File: config.mk
export PLATFORM = sky130hd
export DESIGN_NAME = trackball_quad_encoder
export DESIGN_NICKNAME = d
export VERILOG_FILES = /design/src/rtl/trackball_pkg.sv /design/src/rtl/trackball_axis.sv /design/src/rtl/trackball_quad_encoder.sv
export SDC_FILE = /design/constraint.sdc
export NUM_CORES = 1
export LEC_CHECK = 0
export CAP_MARGIN = 40
export CORE_ASPECT_RATIO = 0.75
export CORE_MARGIN = 10
export CORE_UTILIZATION = 45
export DETAILED_ROUTE_END_ITERATION = 12
export GPL_TIMING_DRIVEN = 0
export HOLD_SLACK_MARGIN = 0.05
export PLACE_DENSITY = 0.74
export SLEW_MARGIN = 20
export SYNTH_ARGS = -nofsm -noshare
export SYNTH_HDL_FRONTEND = slang
export SYNTH_SLANG_ARGS = --single-unit
File: constraint.sdc
create_clock -name clk -period 6.33 [get_ports clk]
set_input_delay 0.633 -clock clk [delete_from_list [all_inputs] [get_ports clk]]
set_output_delay 0.633 -clock clk [all_outputs]
set_load 0.005 [all_outputs]
File: src/rtl/trackball_pkg.sv
// rtl/trackball_pkg.sv - shared types, defaults and saturating arithmetic for the trackball encoder
package trackball_pkg;

  localparam int PHASE_DIV_DEF = 250;
  localparam int ACC_W_DEF     = 10;
  localparam int DELTA_W_DEF   = 9;

  typedef enum logic [1:0] {
    ST_IDLE  = 2'd0,
    ST_SETUP = 2'd1,
    ST_HIGH  = 2'd2,
    ST_LOW   = 2'd3
  } axis_state_t;

  // a + b clamped to the signed range of a w-bit two's complement number
  function automatic logic signed [31:0] sat_add(input logic signed [31:0] a,
                                                 input logic signed [31:0] b,
                                                 input int w);
    logic signed [31:0] sum;
    logic signed [31:0] hi;
    logic signed [31:0] lo;
    sum = a + b;
    hi  = (32'sd1 <<< (w - 1)) - 32'sd1;
    lo  = -hi - 32'sd1;
    if (sum > hi) begin
      return hi;
    end else if (sum < lo) begin
      return lo;
    end
    return sum;
  endfunction

endpackage

File: src/rtl/trackball_axis.sv
// rtl/trackball_axis.sv - one axis: pending-count accumulator, phase divider and step FSM
module trackball_axis
  import trackball_pkg::*;
#(
  parameter int PHASE_DIV = PHASE_DIV_DEF,
  parameter int ACC_W     = ACC_W_DEF,
  parameter int DELTA_W   = DELTA_W_DEF
) (
  input  logic               clk,
  input  logic               reset_n,
  input  logic               clear,
  input  logic               delta_valid,
  input  logic [DELTA_W-1:0] delta,
  output logic               dir,
  output logic               cnt,
  output logic               busy,
  output logic               ovf
);

  localparam int DIV_W = (PHASE_DIV > 1) ? $clog2(PHASE_DIV) : 1;
  localparam logic [DIV_W-1:0] DIV_LAST = DIV_W'(PHASE_DIV - 1);

  axis_state_t             state;
  axis_state_t             state_nx;
  logic [DIV_W-1:0]        div;
  logic signed [ACC_W-1:0] acc;
  logic signed [ACC_W-1:0] acc_nx;
  logic                    commit;
  logic                    phase_done;
  logic signed [31:0]      delta_ext;
  logic signed [31:0]      step_ext;
  logic signed [31:0]      sum_raw;
  logic signed [31:0]      sum_sat;

  // Fold the incoming delta and a step taken this cycle into one clamped accumulator update
  always_comb begin
    commit     = (state == ST_IDLE) && (acc != '0);
    phase_done = (div == DIV_LAST);
    delta_ext  = delta_valid ? 32'($signed(delta)) : 32'sd0;
    step_ext   = 32'sd0;
    if (commit) begin
      step_ext = acc[ACC_W-1] ? -32'sd1 : 32'sd1;
    end
    sum_raw = 32'(acc) + delta_ext - step_ext;
    sum_sat = sat_add(32'(acc), delta_ext - step_ext, ACC_W);
    acc_nx  = sum_sat[ACC_W-1:0];
    ovf     = !clear && (sum_sat != sum_raw);
  end

  // Step sequencing: direction setup, clock high, clock low, each one phase long
  always_comb begin
    state_nx = state;
    case (state)
      ST_IDLE:  if (commit)     state_nx = ST_SETUP;
      ST_SETUP: if (phase_done) state_nx = ST_HIGH;
      ST_HIGH:  if (phase_done) state_nx = ST_LOW;
      ST_LOW:   if (phase_done) state_nx = ST_IDLE;
      default:                  state_nx = ST_IDLE;
    endcase
  end

  // State, divider, accumulator and registered outputs; direction only moves on a commit
  always_ff @(posedge clk or negedge reset_n) begin
    if (!reset_n) begin
      state <= ST_IDLE;
      div   <= '0;
      acc   <= '0;
      dir   <= 1'b0;
      cnt   <= 1'b0;
      busy  <= 1'b0;
    end else if (clear) begin
      state <= ST_IDLE;
      div   <= '0;
      acc   <= '0;
      cnt   <= 1'b0;
      busy  <= 1'b0;
    end else begin
      state <= state_nx;
      acc   <= acc_nx;
      div   <= ((state_nx != state) || (state_nx == ST_IDLE)) ? '0 : div + DIV_W'(1);
      cnt   <= (state_nx == ST_HIGH);
      busy  <= (acc_nx != '0) || (state_nx != ST_IDLE);
      if (commit) begin
        dir <= ~acc[ACC_W-1];
      end
    end
  end

endmodule

File: src/rtl/trackball_quad_encoder.sv
// rtl/trackball_quad_encoder.sv - signed X/Y deltas to LETA trackball direction/clock pairs
module trackball_quad_encoder
  import trackball_pkg::*;
#(
  parameter int PHASE_DIV = PHASE_DIV_DEF,
  parameter int ACC_W     = ACC_W_DEF,
  parameter int DELTA_W   = DELTA_W_DEF
) (
  input  logic               clk,
  input  logic               reset_n,
  input  logic               delta_valid,
  input  logic [DELTA_W-1:0] dx,
  input  logic [DELTA_W-1:0] dy,
  input  logic               clear,
  output logic               HD,
  output logic               HC,
  output logic               VD,
  output logic               VC,
  output logic               busy,
  output logic               ovf
);

  logic busy_x;
  logic busy_y;
  logic ovf_x;
  logic ovf_y;

  trackball_axis #(
    .PHASE_DIV(PHASE_DIV),
    .ACC_W    (ACC_W),
    .DELTA_W  (DELTA_W)
  ) u_axis_x (
    .clk        (clk),
    .reset_n    (reset_n),
    .clear      (clear),
    .delta_valid(delta_valid),
    .delta      (dx),
    .dir        (HD),
    .cnt        (HC),
    .busy       (busy_x),
    .ovf        (ovf_x)
  );

  trackball_axis #(
    .PHASE_DIV(PHASE_DIV),
    .ACC_W    (ACC_W),
    .DELTA_W  (DELTA_W)
  ) u_axis_y (
    .clk        (clk),
    .reset_n    (reset_n),
    .clear      (clear),
    .delta_valid(delta_valid),
    .delta      (dy),
    .dir        (VD),
    .cnt        (VC),
    .busy       (busy_y),
    .ovf        (ovf_y)
  );

  assign busy = busy_x | busy_y;

  // Sticky saturation flag: any clamp on either axis holds until clear or reset
  always_ff @(posedge clk or negedge reset_n) begin
    if (!reset_n) begin
      ovf <= 1'b0;
    end else if (clear) begin
      ovf <= 1'b0;
    end else if (ovf_x || ovf_y) begin
      ovf <= 1'b1;
    end
  end

endmodule

# Word level (Yosys, flattened, before mapping)
# Index checks and enable logic that the tools add are counted.
# word_totals
register_bits,47
input_bits,22
out_inout_bits,6
wordCells,108
# classes
addsub,10
order_cmp,4
eq_ne,14
n_mux,40
bitwise,4
n_reduce_logical,23
# ops
op,n
$mux 32,12
$add 10x32->32,4
$sub 32x32->32,4
$gt 32x10->1 const B,2
$lt 32x10->1 const B,2
$ne 32x32->1,2
$reduce_bool 10->1,4
$mux 8,4
$mux 10,2
$mux 2,10
$add 8x1->8 const B,2
$eq 8x8->1 const B,2
$pmux 2 s4,2
$eq 2x2->1 const B,6
$mux 1,10
$logic_not 2->1,4
$reduce_bool 2->1,3
$logic_or 1x1->1,5
$eq 2x1->1 const B,2
$logic_and 1x1->1,4
$ne 2x2->1,2
$reduce_and 2->1,2
$not 1->1,3
$logic_not 1->1,1
$or 1x1->1,1

# Longest topological paths before layout
# depth
ltp_word,14
ltp_mapped,22
ltp_nobuf,22

# Hierarchy
# Synthesis repeated with hierarchy kept, for this count alone.
# unflattened
hier_cells,478
area_unflattened_um2,4311.6
# by_module_without_submodules
module,instances,cells_each,area_per_inst_um2,seq_area_each_um2
trackball_axis (u_axis_x),1,239,2187.1,575.6
trackball_axis (u_axis_y),1,235,2084.5,575.6
trackball_quad_encoder,1,4,40.0,25.0

# Worst setup path before layout
# OpenSTA, ideal clock, no wires.
# synth_timing
kind,reg2reg
from,register u_axis_y.state[1]
to,register u_axis_y.busy
setup_time_ns,0.145
t_arrival_ns,5.155
t_required_ns,6.185
slack_ns,1.030
stages_incl_launch_ff,17
path_buffers,1
period_less_slack_ns,5.300
path_cell_list,dfrtp_1 -> clkbuf_1 -> nor3_1 -> fa_1 -> inv_1 -> ha_1 -> nand2_1 -> a2111oi_0 -> o21ai_1 -> nand2_1 -> a21o_1 -> fa_1 -> nor4b_1 -> nand4_1 -> or3_1 -> o31ai_1 -> a31oi_1
# synth_between
elab_chain_cells,12
elab_cells_between_ends,23
classes_between,add/sub (2); order compare (2); eq/ne (3); mux (11); reduce/logical (5)
# synth_lines
element,line,text
from (decl),trackball_axis.sv:23,axis_state_t state;
from (signal assigned),trackball_axis.sv:78,state <= state_nx;
$logic_not 2->1,"trackball_axis.sv:37, trackball_axis.sv:53",
$logic_and 1x1->1,trackball_axis.sv:37,commit = (state == ST_IDLE) && (acc != '0);
$mux 32,trackball_axis.sv:41,if (commit) begin
$sub 32x32->32,trackball_axis.sv:45,"sum_sat = sat_add(32'(acc), delta_ext - step_ext, ACC_W);"
$add 10x32->32,trackball_pkg.sv:22,sum = a + b;
$lt 32x10->1,trackball_pkg.sv:27,end else if (sum < lo) begin
$mux 1,trackball_pkg.sv:27,
$mux 1,trackball_pkg.sv:25,if (sum > hi) begin
$mux 32,trackball_pkg.sv:30,return sum;
$reduce_bool 10->1,trackball_axis.sv:82,busy <= (acc_nx != '0) || (state_nx != ST_IDLE);
$logic_or 1x1->1 (*),trackball_axis.sv:82,
$mux 1 (*),trackball_axis.sv:71,end else if (clear) begin
to (signal assigned),trackball_axis.sv:82,
to (decl),trackball_axis.sv:16,"output logic busy,"
# Every way passes the cells marked *; elsewhere a longest branch is shown, timed or not.
# A chain may end at the register's enable or synchronous reset.

# Final worst setup path
# layout_timing
from,input delta_valid
to,register u_axis_y.acc[2]
# layout_between
elab_chain_cells,8
elab_cells_between_ends,10
classes_between,add/sub (2); order compare (2); mux (6)
# layout_lines
element,line,text
from (decl),trackball_quad_encoder.sv:11,"input logic delta_valid,"
$mux 32 (*),trackball_axis.sv:39,delta_ext = delta_valid ? 32'($signed(delta)) : 32'sd0;
$sub 32x32->32 (*),trackball_axis.sv:45,
$add 10x32->32 (*),trackball_pkg.sv:22,
$lt 32x10->1,trackball_pkg.sv:27,
$mux 1,trackball_pkg.sv:27,
$mux 1,trackball_pkg.sv:25,
$mux 32 (*),trackball_pkg.sv:30,
$mux 10 (*),trackball_axis.sv:71,
to (signal assigned),trackball_axis.sv:79,acc <= acc_nx;
to (decl),trackball_axis.sv:26,logic signed [ACC_W-1:0] acc;
# Marked as above.

==> results.py <==
metrics = {
    "outcome": {
        "status": "finished clean",
    },
    "floorplanning": {
        "initial_core_util_pct": 46.8,
        "rows": 30,
        "die_area_sq_um": 13900,
        "die_y_um": 105,
        "io_pins": 28,
        "die_w_um": 133,
        "core_area_sq_um": 9200,
    },
    "job": {
        "max_cap_viol_count": 0,
    },
    "setup_path": {
        "startpoint_type": "input port",
        "crit_path_top_delay_cell": "fa_1",
        "endpoint_kind": "flop",
        "timing.rr.start": "u_axis_y.state[1]",
        "r2r-end": "u_axis_y.acc[2]",
        "critPathRequiredTime_ns": 6.49,
        "crit_arrival_ns": 5.88,
        "critPathMostFrequentCell": "nand2_1",
        "critPathMaxStageDelay_ns": 0.75,
        "r2r_slack_ns": 0.92,
        "r2r_cells": 19,
        "critPathKind": "in -> reg",
        "crit_fanout": 10,
        "path_cells": "clkbuf_1 > clkbuf_1 > nand2_1 > fa_1 > inv_1 > ha_1 > nand2_1 > a2111oi_0 > o21ai_1 > nand2_1 > a21o_1 > fa_1 > nor4b_1 > nand4_1 > nor3_1 > a31oi_2 > a21oi_1 > nor2_1",
    },
    "clock_tree": {
        "cts_hold_buffers": 0,
        "clock_path_buffers": 2,
        "ctsResizeCount": 0,
        "post-cts-setup-buffer-count": 0,
        "cts_tree": "built",
        "clock-sinks": 47,
        "clk_pin_slew_worst_paths_ns": 0.06,
        "clkLatencyLatePin_ns": 0.28,
        "cts_root_buf": "clkbuf_16",
        "cts_buffers": 5,
        "htreeDepth": 2,
    },
    "yosys": {
        "ys_seq_area_share_pct": 27.3,
        "syn_nets": 564,
        "syn-cell-area_sq_um": 4310,
        "synth_area_leaders": "dfrtp_1 (27%), fa_1 (15%), ha_1 (8.1%), inv_1 (6.4%), nor2_1 (5.0%)",
        "yosys_warnings": 0,
        "syn_inst": 482,
        "synth_area_leader_cell": "dfrtp_1",
        "ys_seq_elements": 47,
        "synth_most_common_cell": "inv_1",
        "synth_top_area_share_pct": 27.3,
        "synth-edff-count": 0,
        "synth_area_per_cell_sq_um": 8.93,
        "synth_common_cells": "inv_1 (74), nor2_1 (57), dfrtp_1 (47), nand2_1 (43), fa_1 (32)",
        "synth-async-reset-ratio_pct": 100,
        "ys.flop_type": "dfrtp_1",
        "synth.distinct_cells": 62,
    },
    "grt": {
        "antenna_found_initial": 0,
        "grt_use_total_pct": 13.6,
        "grt_pass1_wl_mm": 16.1,
        "grt-ovfl-total": 0,
        "first_global_vias": 3454,
        "grt_max_degree": 34,
    },
    "route": {
        "viasPerCell": 5.33,
        "ant_nets": 0,
        "drt_iter0_markers": 175,
        "wl_mm": 9.57,
        "wl_per_cell_um": 14.8,
        "vias": 3451,
        "firstDrtPassIters": 4,
        "drc_errors": 0,
    },
    "sta": {
        "relSlewSlack_pct": 59.1,
        "finalMaxSlewViolations": 0,
        "fmax_ghz": 0.175,
        "fin_ws_ns": 0.605,
        "period_needed_ns": 5.72,
        "post-route-period-util_pct": 90.4,
        "fin_skew_ns": 0.00545,
        "worstMarginPinSlew_ns": 0.613,
        "final-hold-violation-count": 0,
        "setup_viol": 0,
        "rsz0062_at_grt": "false",
    },
    "placed_design": {
        "portBuffers": 26,
        "dp_hpwl_mm": 7.67,
        "globalplace.congestion": 0.896,
        "dp_slack_ns": 0.312,
        "dpl_cell_area_sq_um": 4770,
    },
    "layout": {
        "syn_to_final_growth_pct": 15.2,
        "nets": 600,
        "nFillCells": 816,
        "drive_above_1_share_pct": 7.51,
        "antenna_cells": 0,
        "finish.utilization_pct": 53.9,
        "fin_area_sq_um": 4960,
    },
    "worst_hold_path": {
        "hold_class": "in -> async",
    },
}
==> cell usage in the layout, fill, tap and decap left out, types with 3 or more instances in the layout <==
cell type | Yosys | routed
o21ai_0 | 12 | 12
ha_1 | 28 | 28
a211oi_1 | 5 | 5
a21o_1 | 7 | 7
nand3_1 | 10 | 10
nand4_1 | 8 | 8
o41a_1 | 3 | 3
a21oi_1 | 30 | 30
and2_1 | 5 | 5
nand2_1 | 43 | 43
clkbuf_16 | 0 | 5
nor4b_1 | 3 | 3
xnor2_1 | 10 | 10
xor2_1 | 16 | 16
nor3_1 | 9 | 7
nor2_1 | 57 | 57
clkbuf_1 | 6 | 6
fa_1 | 32 | 32
nor2b_1 | 3 | 3
or3_1 | 4 | 4
a31oi_1 | 4 | 4
a211oi_2 | 3 | 3
dfrtp_1 | 47 | 47
nor4_1 | 5 | 5
clkdlybuf4s50_1 | 0 | 25
o21a_1 | 3 | 3
inv_1 | 74 | 74
nand2b_1 | 8 | 8
and3_1 | 3 | 3
==> final cells by class <==
| class | instances | area, sq um | share of cell area (%) |
|---|---|---|---|
| multi-input combinational | 352 | 2810 | 56.7 |
| sequential | 47 | 1180 | 23.7 |
| timing repair buffer | 29 | 290 | 5.85 |
| inverter | 75 | 282 | 5.68 |
| tap | 128 | 160 | 3.23 |
| clock buffer | 5 | 125 | 2.52 |
| clock inverter | 3 | 67.6 | 1.36 |
| buffer | 8 | 45.0 | 0.908 |
==> stage by stage <==
step | TNS, ns | hold slack [ns] | cells
global placement | -0.0236 | 0.474 | 636
global route | 0 | 0.278 | 647
CTS | 0 | 0.265 | 647
detailed placement | 0 | 0.481 | 639
finish | 0 | 0.257 | 647
floorplan | 0 | 0.337 | 482
==> cells by family after synthesis <==
| logic type | Yosys count | synth area share (%) |
|---|---|---|
| xor+xnor | 27 | 5.67 |
| fa+ha+maj | 60 | 23.0 |
| flops | 47 | 27.3 |
| mux | 2 | 0.494 |
| simple gates | 172 | 19.5 |
| buf+inv | 83 | 7.58 |
| compound gates | 91 | 16.5 |
==> worst max-delay path, delay by kind of cell <==
kind	cells	cell delay (ns)
AO/OA/AOI/OAI	5	1.21
AND/OR/NAND/NOR	7	1.28
adder cells (fa/ha/maj)	3	1.62
buffers and inverters	3	1.13
==> flip-flops by register name (all words and copies together) (netlist names), 2 cells and up <==
name	count
u_axis_x.acc	10
u_axis_y.acc	10
u_axis_x.div	8
u_axis_y.div	8
u_axis_x.state	2
u_axis_y.state	2
==> worst max-delay path by stage <==
stage	start	end	depth (start not counted)
after global routing	delta_valid	u_axis_y.acc[8]	18
after detailed placement	delta_valid	u_axis_y.busy	17
final	delta_valid	u_axis_y.acc[2]	18
after CTS	delta_valid	u_axis_y.acc[2]	18
after global placement	u_axis_y.state[1]	u_axis_y.acc[8]	18
after floorplan	u_axis_y.state[1]	u_axis_y.busy	16
==> per-layer routing <==
layer | track usage, % | share of wire, % | vias to the layer above
li1 | - | - | 1697
met1 | 18.9 | 50 | 1658
met2 | 21.5 | 45 | 85
met3 | 2.25 | 3.9 | 11
met4 | 3.13 | 1.4 | 0
met5 | 0 | 0 | -
Power is left out: the tool's default activity adds up to more than one toggle a clock period on the data nets, which glitch-free logic cannot reach.
